<file path="config.mk">
export PLATFORM = sky130hd
export DESIGN_NAME = bit_serial_full_adder_flat
export DESIGN_NICKNAME = d
export VERILOG_FILES = /design/src/rtl/bit_serial_pkg.sv /design/src/rtl/bit_serial_full_adder_if.sv /design/src/rtl/Mux_8_1.sv /design/src/rtl/bit_serial_full_adder_fa_mux8_cell.sv /design/src/rtl/bit_serial_full_adder.sv /design/src/flat_wrapper.sv
export SDC_FILE = /design/constraint.sdc
export NUM_CORES = 1
export LEC_CHECK = 0
export BUFFER_PORTS_ARGS = -buffer_cell sky130_fd_sc_hd__buf_2
export CORE_MARGIN = 2
export CORE_UTILIZATION = 55
export DETAILED_ROUTE_END_ITERATION = 10
export GPL_ROUTABILITY_DRIVEN = 0
export HOLD_SLACK_MARGIN = 0.02
export PLACE_DENSITY = 0.88
export SYNTH_ARGS = -nofsm -noshare
export SYNTH_HDL_FRONTEND = slang
export SYNTH_HIERARCHICAL = 1
export SYNTH_SLANG_ARGS = --single-unit
</file>
<file path="constraint.sdc">
create_clock -name clk -period 2.3 [get_ports clk]
set_clock_uncertainty 0.2 [all_clocks]
set_input_delay 0.115 -clock clk [delete_from_list [all_inputs] [get_ports clk]]
set_output_delay 0.115 -clock clk [all_outputs]
set_load 0.05 [all_outputs]
</file>
<file path="src/rtl/bit_serial_pkg.sv">
// Shared types and constants for the bit-serial arithmetic cells.
// The full-adder truth tables are indexed by {a,b,c}.
package bit_serial_pkg;

  typedef enum logic [1:0] {
    IDLE,
    RUN,
    DONE
  } state_t;

  localparam logic [7:0] FA_SUM_TT   = 8'b10010110;
  localparam logic [7:0] FA_CARRY_TT = 8'b11101000;

endpackage

</file>
<file path="src/rtl/bit_serial_full_adder_if.sv">
// Request/result bundle of the bit-serial adder.
// Optional macro SERIAL_ADD_OVF_EN adds the signed-overflow flag ovf.
interface bit_serial_full_adder_if #(
  parameter int WIDTH = 8
);

  logic             start;
  logic [WIDTH-1:0] a;
  logic [WIDTH-1:0] b;
  logic             cin;
  logic             busy;
  logic             done;
  logic [WIDTH-1:0] sum;
  logic             cout;
`ifdef SERIAL_ADD_OVF_EN
  logic             ovf;

  modport master (output start, a, b, cin, input busy, done, sum, cout, ovf);
  modport slave  (input start, a, b, cin, output busy, done, sum, cout, ovf);
`else
  modport master (output start, a, b, cin, input busy, done, sum, cout);
  modport slave  (input start, a, b, cin, output busy, done, sum, cout);
`endif

endinterface

</file>
<file path="src/rtl/Mux_8_1.sv">
// Generic 8:1 single-bit multiplexer.
module Mux_8_1 (
  input  logic [7:0] d,
  input  logic [2:0] sel,
  output logic       y
);

  assign y = d[sel];

endmodule

</file>
<file path="src/rtl/bit_serial_full_adder_fa_mux8_cell.sv">
// One-bit full adder built from two 8:1 muxes driven by constant truth tables.
module fa_mux8_cell (
  input  logic a,
  input  logic b,
  input  logic c,
  output logic s,
  output logic co
);

  import bit_serial_pkg::*;

  logic [2:0] sel;

  assign sel = {a, b, c};

  Mux_8_1 u_sum_mux (
    .d   (FA_SUM_TT),
    .sel (sel),
    .y   (s)
  );

  Mux_8_1 u_carry_mux (
    .d   (FA_CARRY_TT),
    .sel (sel),
    .y   (co)
  );

endmodule

</file>
<file path="src/rtl/bit_serial_full_adder.sv">
// Bit-serial WIDTH-bit adder: LSB-first through one mux-built full-adder cell.
// Optional macro SERIAL_ADD_OVF_EN adds the registered signed-overflow output.
module bit_serial_full_adder #(
  parameter int WIDTH = 8
) (
  input logic                    clk,
  input logic                    rst_n,
  bit_serial_full_adder_if.slave bus
);

  import bit_serial_pkg::*;

  localparam int              CW   = $clog2(WIDTH + 1);
  localparam logic [CW-1:0]   LAST = CW'(WIDTH - 1);

  state_t           state;
  logic [WIDTH-1:0] a_sr;
  logic [WIDTH-1:0] b_sr;
  logic [WIDTH-1:0] sum_sr;
  logic [WIDTH-1:0] sum_nxt;
  logic [CW-1:0]    cnt;
  logic             carry;
  logic             s;
  logic             c_next;
  logic             accept;

  logic             busy_q;
  logic             done_q;
  logic [WIDTH-1:0] sum_q;
  logic             cout_q;
`ifdef SERIAL_ADD_OVF_EN
  logic             ovf_q;
`endif

  fa_mux8_cell u_cell (
    .a  (a_sr[0]),
    .b  (b_sr[0]),
    .c  (carry),
    .s  (s),
    .co (c_next)
  );

  // New sum bit enters at the MSB so the LSB lands at bit 0 after WIDTH shifts.
  always_comb begin
    sum_nxt = '0;
    sum_nxt[WIDTH-1] = s;
    for (int unsigned i = 0; i + 1 < WIDTH; i++) begin
      sum_nxt[i] = sum_sr[i+1];
    end
  end

  assign accept = bus.start && (state == IDLE || state == DONE);

  always_ff @(posedge clk or negedge rst_n) begin
    if (!rst_n) begin
      state  <= IDLE;
      a_sr   <= '0;
      b_sr   <= '0;
      sum_sr <= '0;
      cnt    <= '0;
      carry  <= 1'b0;
      busy_q <= 1'b0;
      done_q <= 1'b0;
      sum_q  <= '0;
      cout_q <= 1'b0;
`ifdef SERIAL_ADD_OVF_EN
      ovf_q  <= 1'b0;
`endif
    end else begin
      done_q <= 1'b0;
      if (accept) begin
        a_sr   <= bus.a;
        b_sr   <= bus.b;
        carry  <= bus.cin;
        sum_sr <= '0;
        cnt    <= '0;
        busy_q <= 1'b1;
        state  <= RUN;
      end else begin
        case (state)
          RUN: begin
            a_sr   <= a_sr >> 1;
            b_sr   <= b_sr >> 1;
            carry  <= c_next;
            sum_sr <= sum_nxt;
            cnt    <= cnt + 1'b1;
            if (cnt == LAST) begin
              // Result registers load from the final-step values, not the shift regs.
              sum_q  <= sum_nxt;
              cout_q <= c_next;
`ifdef SERIAL_ADD_OVF_EN
              ovf_q  <= carry ^ c_next;
`endif
              busy_q <= 1'b0;
              done_q <= 1'b1;
              state  <= DONE;
            end
          end
          DONE:    state <= IDLE;
          default: state <= IDLE;
        endcase
      end
    end
  end

  assign bus.busy = busy_q;
  assign bus.done = done_q;
  assign bus.sum  = sum_q;
  assign bus.cout = cout_q;
`ifdef SERIAL_ADD_OVF_EN
  assign bus.ovf  = ovf_q;
`endif

endmodule

</file>
<file path="src/flat_wrapper.sv">
// flat-port wrapper written by rule: the top's interface ports become plain ports
module bit_serial_full_adder_flat import bit_serial_pkg::*;
#(
  parameter int WIDTH = 8
)
  (clk, rst_n, bus_start, bus_a, bus_b, bus_cin, bus_busy, bus_done, bus_sum, bus_cout);
  bit_serial_full_adder_if #(.WIDTH(WIDTH)) bus_i ();
  input logic clk;
  input logic rst_n;
  input wire logic [$bits(bus_i.start)-1:0] bus_start;
  input wire logic [$bits(bus_i.a)-1:0] bus_a;
  input wire logic [$bits(bus_i.b)-1:0] bus_b;
  input wire logic [$bits(bus_i.cin)-1:0] bus_cin;
  output wire logic [$bits(bus_i.busy)-1:0] bus_busy;
  output wire logic [$bits(bus_i.done)-1:0] bus_done;
  output wire logic [$bits(bus_i.sum)-1:0] bus_sum;
  output wire logic [$bits(bus_i.cout)-1:0] bus_cout;
  assign bus_i.start = bus_start;
  assign bus_i.a = bus_a;
  assign bus_i.b = bus_b;
  assign bus_i.cin = bus_cin;
  assign bus_busy = bus_i.busy;
  assign bus_done = bus_i.done;
  assign bus_sum = bus_i.sum;
  assign bus_cout = bus_i.cout;
  bit_serial_full_adder #(.WIDTH(WIDTH)) u_core (.clk(clk), .rst_n(rst_n), .bus(bus_i));
endmodule
</file>
Yosys cells after proc, flatten, opt, wreduce, memory -nomap -nowiden

Memory sizes are Yosys's and may differ from the RTL's.
Index checks and enable logic that the tools add are counted.

Add/sub/neg operators: 1
Multipliers: 0
Divide/modulo/power cells: 0
Order comparisons: 1
Equal/unequal tests: 4
Shifts and indexed selects: 0
Mux-type cells: 21
Bitwise gates (word level): 1
Reduce and logical (&&, ||, !) cells: 7

Operator list:

| kind                                                                  | number |
|---|---|
| 8-bit 2-to-1 mux                                                      | 6 |
| 1-bit 2-to-1 mux                                                      | 10 |
| 4-bit 2-to-1 mux                                                      | 2 |
| 2-bit 2-to-1 mux                                                      | 3 |
| 4-bit by 1-bit adder with 4-bit output, second input constant         | 1 |
| 4-bit by 3-bit equality test with 1-bit output, second input constant | 1 |
| 3-bit by 4-bit < comparator with 1-bit output, second input constant  | 1 |
| 2-bit nonzero test                                                    | 2 |
| 3-bit by 1-bit != test with 1-bit output, second input constant       | 1 |
| 3-bit AND reduction                                                   | 1 |
| 2-bit by 1-bit equality test with 1-bit output, second input constant | 1 |
| 2-bit equality test, second input constant                            | 1 |
| 2-bit zero test                                                       | 1 |
| 2-bit AND reduction                                                   | 1 |
| 1-bit logical AND                                                     | 1 |
| 1-bit logical OR                                                      | 1 |
| 1-bit inverter                                                        | 1 |

Bits in registers: 42
Bits in latches: 0
RAM bits: 0
Bits in read-only memories: 16
Input port bits: 20
Output and inout bits: 11
Word-level logic and storage cells: 47
Memories: 2

Memory list:

| name             | words | width | rd ports | clocked after Yosys merged registers in | wr ports | line         | text |
|---|---|---|---|---|---|---|---|
| (name not given) | 8     | 1     | 1        | 0                                       | 0        | Mux_8_1.sv:8 | `assign y = d[sel];` |
| (name not given) | 8     | 1     | 1        | 0                                       | 0        | Mux_8_1.sv:8 |  |

Depth between registers and ports, before layout

Gate-level depths: netlist of run 1.

Depth in word-level cells: 5
Mapped depth: 5
Mapped depth without buffers: 4

Cells and area by module

The synthesis of run 1 kept the hierarchy.

Modules (own cells, without submodules):

| module                | times used | cells an instance | area each (µm²) | sequential area each (µm²) |
|---|---|---|---|---|
| bit_serial_full_adder | 1          | 129               | 1675.4          | 1026.0 |
| Mux_8_1               | 2          | 3                 | 63.8            | 0.0 |
| fa_mux8_cell          | 1          | 2                 | 7.5             | 0.0 |

Worst setup path before layout of run 1

Ideal clock, no wire load.

Path kind: register to register
Start point: register u_core.carry
End point: register u_core.sum_q[7], in the netlist u_core/bus.sum[7]
Setup time: 125 ps
Arrival time: 1481 ps
Data required time: 1975 ps
Slack: 495 ps
Stages on the path, launching flop included: 4
Path buffers: 0
Period minus slack after synthesis: 1805 ps
Path through: dfrtp_1 > mux4_1 > mux2_2 > mux2_2

Word-level cells in the longest chain between the ends: 2

RTL lines:

| what                                   | line                        | text |
|---|---|---|
| from (decl)                            | bit_serial_full_adder.sv:22 | `logic carry;` |
| from (signal assigned)                 | bit_serial_full_adder.sv:74 | `carry <= bus.cin;` |
| from (signal assigned)                 | bit_serial_full_adder.sv:84 | `carry <= c_next;` |
| memory 8 x 1 bit                       | -                           |  |
| 1-bit 2-to-1 mux (implied by the code) | Mux_8_1.sv:8                |  |
| net u_core.s                           | bit_serial_full_adder.sv:23 | `logic s;` |
| to (signal assigned)                   | bit_serial_full_adder.sv:89 | `sum_q <= sum_nxt;` |
| to (decl)                              | bit_serial_full_adder.sv:29 | `logic [WIDTH-1:0] sum_q;` |

The timed path passes the listed nets, and every way through them passes these cells. The select of a mux whose other input is x is not followed.
A chain may end at the register's enable or synchronous reset.

Worst setup path in the final report of run 1

Same ends and word-level chain as after synthesis.

==> results of run 1 <==
==> final cells by class <==
type | instances | area, sq um | share of cell area (%)
sequential | 41 | 1030 | 44.7
tap | 44 | 55.1 | 2.40
timing repair buffer | 53 | 370 | 16.1
inverter | 1 | 3.75 | 0.164
multi-input combinational | 101 | 783 | 34.2
clock buffer | 7 | 55.1 | 2.40
==> logic make-up after synthesis <==
family | after synthesis
compound gates | 31
other cells | 2
xor+xnor | 1
flops | 41
fa+ha+maj | 1
simple gates | 23
buf+inv | 9
mux | 29
==> registers in the layout (all words and copies together), names as in the netlist <==
signal and cells:
u_core/a_sr 8, u_core/b_sr 8, u_core/bus.busy 1, u_core/bus.cout 1, u_core/bus.done 1, u_core/bus.sum 8
u_core/carry 1, u_core/cnt 4, u_core/state 2, u_core/sum_sr 7
==> cell usage after synthesis (all sizes together), types with 2 or more instances <==
library cell and n:
mux2 12, a22o 14, o21ai 13, dfrtp 41, mux4 4, mux2i 13
a21o 4, nor2 2, nand2 15, nor2b 2, conb 2, nor3b 2
buf 7
==> power groups by stage <==
stage               Clock, uW  Combinational, uW  Sequential [uW]
finish                    348               1350             1250
global route              409               1460             1290
CTS                       363               1360             1250
detailed placement          0               1330             1270
global placement            0               1270             1240
floorplan                   0                816             1490
==> metrics by stage <==
step / worst slack [ps] / util, % / power, uW / instance area (sq um) / hold WS, ps
global route: 318 / 73.9 / 3160 / 2290 / 295
finish: 364 / 73.9 / 2950 / 2290 / 225
CTS: 385 / 73.9 / 2980 / 2290 / 238
detailed placement: 403 / 66.0 / 2600 / 2050 / 75.0
global placement: 470 / 66.0 / 2510 / 2050 / 63.9
floorplan: 495 / - / 2310 / 1860 / -381
==> path summary, 6_finish.rpt <==
path                           startpoint                end  depth (start not counted)
max reg2reg                  u_core/carry  u_core/bus.sum[7]                          3
max                          u_core/carry  u_core/bus.sum[7]                          3
max in group asynchronous           rst_n  u_core/bus.sum[7]                          2
min in group clk           u_core/a_sr[2]     u_core/a_sr[2]                          1
min reg2reg                u_core/a_sr[2]     u_core/a_sr[2]                          1
min                                 rst_n   u_core/sum_sr[6]                          2
==> layer usage <==
| layer | GRT usage [%] | vias up | wire length, um |
|---|---|---|---|
| met5 | 0 | - | 0 |
| met4 | 8.51 | 0 | 40 |
| met3 | 6.72 | 4 | 153 |
| met2 | 39.5 | 39 | 1800 |
| met1 | 22.2 | 623 | 1310 |
| li1 | - | 612 | - |
==> cells in the final DEF, fill, tap and decap left out, types with 2 or more instances in the layout <==
cell / n
a21o_1: 4
a22o_1: 14
buf_2: 30
buf_4: 4
clkbuf_4: 5
conb_1: 16
dfrtp_1: 41
dlygate4sd3_1: 19
mux2_2: 12
mux2i_1: 13
mux4_1: 4
nand2_1: 15
nor2_1: 2
nor2b_2: 2
o21ai_0: 13
==> results.ini, run 1 <==
[detailed_routing]
drtIter0Drc=64
wl_per_cell_um=13.4
drc_errors=0
route.vias.total=1278
ant_nets=0
dr.pass1.iters=4
vias_per_cell=5.17
drt_wl_total_um=3310

[grt]
globalRouteOverflowTotal=0
grt_pass1_wl_um=5720
grt_usage_pct=21.3
grt_max_degree=42
antenna_found_initial=0
grt_pass1_vias=1406

[worst_setup_path]
cp_data_required_time_ps=2330
crit_slowest_cell=mux4_1
path_cells=mux4_1 > mux2_2 > mux2_2
worstSetupEndpointType=register
start_kind=register
cp_slowest_stage_delay_ps=590
ff2ff_setup_slack_ps=360
worst-path-buf-inv=0
crit_top_cell=mux2_2
worstPathMaxFanout=5
critPathTopFamily=multiplexers
arrival_ps=1960
crit_type=register to register

[placement]
hpwl_um=2170
portBuffers=30
post-place-cells=221

[clocking]
cts-root-buf=clkbuf_4
htreeDepth=2
clk_pin_slew_ps=110
cts_sinks=41
insertion_delay_ps=340
postCtsSetupBuffers=0
cts.hold.buffers_added=19
cts_buffer_depth=2
cts-buffers-inserted=5
cts_resized=0
cts_tree=built

[cells_and_area]
fillers=216
area_growth_pct=26.7
fin_nets=224
drive_gt1_share_pct=27.1
finalNonFillerCells=247
antenna_cells=0

[logic_synthesis]
yosys_warnings=6
synthAdderAreaFrac_pct=0.691
avgSynthCellArea_sq_um=13.2
synth.distinct_cells=23
netlist_area_sq_um=1810
synth-main-ff-cell=dfrtp_1
synth_top_family_by_area=multiplexers
synth-xor-area-share_pct=0.484
synth-edff-count=0
synth-async-reset-ratio_pct=100
yosys_register_bits=41
netlist.top_cell.by_area=dfrtp_1
synth_compound_area_share_pct=12.0
synth_top_area_share_pct=56.7
syn_inst=137
synth_simple_gate_area_share_pct=6.15
synth_mux_area_share_pct=20.5
yosysSeqAreaShare_pct=56.7
synth.area.top_cells=dfrtp_1 57%, mux2_2 7.5%, mux2i_1 7.2%

[status]
status=completed

[timing]
slew_headroom_pct=33.9
min_period_over_period_pct=84.2
grt_setup_unrepaired=no
min_period_ps=1940
fmax_mhz=516
finalHoldViolCount=0
drv_slew=0
setup_violations=0
fin_setup_tns_ps=0
tightest_slew_ps=987

[floorplanning]
rows=20
die-area_sq_um=3770
die_h_um=61.4
core_sq_um=3100
io_pins=31
die_w_um=61.4
initial_utilization_pct=58.3

[power]
clkPwrFrac_pct=11.8
comb_power_share_pct=45.8
swShare_pct=39.6
vdd_ir_drop_max_mv=0.584
power_switching_uw=1170
seq_power_share_pct=42.4
power_density_nw_per_um2=1290
power.leakage_uw=0.00117
p_int_uw=1780

[min_path]
min_path_type=primary input to asynchronous set/reset pin

[job]
drv_cap=0

(Power assumes the default switching activity.)
==> run 2, diff against run 1 <==
- CORE_UTILIZATION: 55 -> 49
- PLACE_DENSITY: 0.88 -> 0.84
- clock period: 2.3 -> 1.7 ns (I/O delays scaled with it)
==> run 2 against run 1 <==
Against the previous run: the flow now finishes with violations (negative setup slack); critical path depth increased by 1; sequential share of layout area decreased by 3.9 points; maximum frequency increased by 5.1%; final area increased by 9.7%; global-route usage decreased by 1.2 points; clock-buffer cell count decreased by 1; first-iteration DRC count increased by 11%; power increased by 59%; sequential power increased by 40%; combinational power increased by 61%; flip-flop and latch count unchanged; clock power increased by 120%; critical endpoint is now u_core/carry; largest cell class unchanged; largest power group unchanged.
==> results.ini, run 2 (synthesis gave the netlist of run 1 again) <==
[status]
status=finished with violations
violations=negative setup slack

[detailed_routing]
drc_errors=0  ; unchanged
met1_length_um=1560  ; +19%
wl_met2_um=1940  ; +7.7%
drt_wl_total_um=3730  ; +13%
route.vias.total=1315  ; +2.9%
wl_per_cell_um=14.1  ; +5.3%
ant_nets=0  ; unchanged
wl_met3_um=167  ; +9.2%
dr.pass1.iters=4  ; unchanged
highest-signal-layer=met4
vias_per_cell=4.98  ; -3.7%
drtIter0Drc=71  ; +11%

[worst_setup_path]
cp_data_required_time_ps=1700  ; -630 ps
worst-path-buf-inv=0  ; unchanged
critPathTopFamily=multiplexers
r2r_cells=4  ; +1
ff2ff_setup_slack_ps=-140  ; -510 ps
start_kind=register
critPathLaunch=u_core/carry
r2r-end=u_core/carry
crit_slowest_cell=dfrtp_2
crit_type=register to register
arrival_ps=1840  ; -120 ps
worstPathMaxFanout=5  ; unchanged
worstSetupEndpointType=register
path_cells=mux4_2 > mux2_4 > a22o_1 > a21o_1
cp_slowest_stage_delay_ps=470  ; -120 ps
reg2reg_from=u_core/carry

[cells_and_area]
drive_gt1_share_pct=34.7  ; +7.6 points
fin_nets=236  ; +5.4%
final_common_cell=dfrtp_1
final_core_util_pct=69.8  ; -4.1 points
antenna_cells=0  ; unchanged
final_cell_mix=40 x dfrtp_1, 30 x buf_2, 19 x dlygate4sd3_1
area_growth_pct=39.0
finalNonFillerCells=264  ; +6.9%

[min_path]
min_path_type=primary input to asynchronous set/reset pin

[clocking]
cts-root-buf=clkbuf_8
cts-buffers-inserted=5  ; unchanged
insertion_delay_ps=300  ; -40 ps
cts_buffer_depth=2  ; unchanged
cts_sinks=41  ; unchanged
cts_tree=built
clk_pin_slew_ps=80  ; -30 ps
htreeDepth=2  ; unchanged

[floorplanning]
die_h_um=64.8  ; +5.6%
core_sq_um=3610  ; +16%
rows=22  ; +10%
die_w_um=64.8  ; +5.6%
io_pins=31  ; unchanged
die-area_sq_um=4200  ; +11%
initial_utilization_pct=50.2  ; -8.1 points

[power]
vdd_ir_drop_max_mv=0.770  ; +32%
power_density_nw_per_um2=1860  ; +45%
power.leakage_uw=0.00128  ; +9.9%

[timing]
finalHoldViolCount=0  ; unchanged
grt_setup_unrepaired=yes
min_period_over_period_pct=108  ; +24 points
fmax_mhz=543  ; +5.1%
min_period_ps=1840  ; -93.7 ps
drv_slew=0  ; unchanged
fin_ws_ps=-142  ; -506 ps
fin_hold_ws_ps=122  ; -103 ps
slew_headroom_pct=60.0  ; +26 points
tightest_slew_ps=600  ; -387 ps
setup_violations=4  ; +4

[placement]
portBuffers=30  ; unchanged
hpwl_um=2200  ; +1.6%
post-place-cells=231  ; +4.5%

[grt]
globalRouteOverflowTotal=0  ; unchanged
grt_max_degree=28  ; -33%
grt_usage_pct=20.1  ; -1.2 points
grt_pass1_vias=1360  ; -3.3%
grt_pass1_wl_um=6190  ; +8.2%
antenna_found_initial=0  ; unchanged

[job]
drv_cap=0  ; unchanged

-- run 2: routing by layer --
layer / GRT usage, % / vias up
met1: 22.5 / 641
met3: 6.42 / 6
met4: 7.18 / 0
met5: 0 / -
met2: 35.6 / 36
li1: - / 632
-- run 2: power by group --
part	switching, uW	internal, uW	leakage (uW)
clock network	326	436	0.0000552
registers	339	1410	0.000519
logic	1080	1090	0.000707
-- run 2: timing repair --
| action | 4_1_cts | 5_1_grt |
|---|---|---|
| hold buffers | 19 | 0 |
| cloned | 1 | 0 |
| pin swaps | 2 | 2 |
| setup buffers | 3 | 2 |
| gates resized for setup | 6 | 12 |
| endpoints found under the setup margin | 9 | 11 |
| hold endpoints to repair | 45 | 0 |
-- run 2: layout make-up --
cell class | instances | area, sq um
multi-input combinational | 101 | 837
sequential | 41 | 1030
clock inverter | 2 | 35.0
tap | 48 | 60.1
fill | 250 | 1090
timing repair buffer | 65 | 480
clock buffer | 6 | 72.6
inverter | 1 | 3.75
-- run 2: how the worst max path moves through the flow --
stage,cells past startpoint,endpoint
after detailed placement,4,u_core/carry
after global routing,4,u_core/carry
final,4,u_core/carry
after floorplan,4,u_core/carry
after CTS,4,u_core/carry
after global placement,4,u_core/carry
-- run 2: per-stage QoR --
step	TNS (ps)	setup WS, ps	total power [uW]	area (sq um)
after global placement	-213	-106	3560	2100
after CTS	-372	-141	4530	2450
after detailed placement	-349	-130	3640	2100
final	-380	-142	4680	2520
after global routing	-1140	-213	4990	2520
after floorplan	-131	-79.5	3150	1850
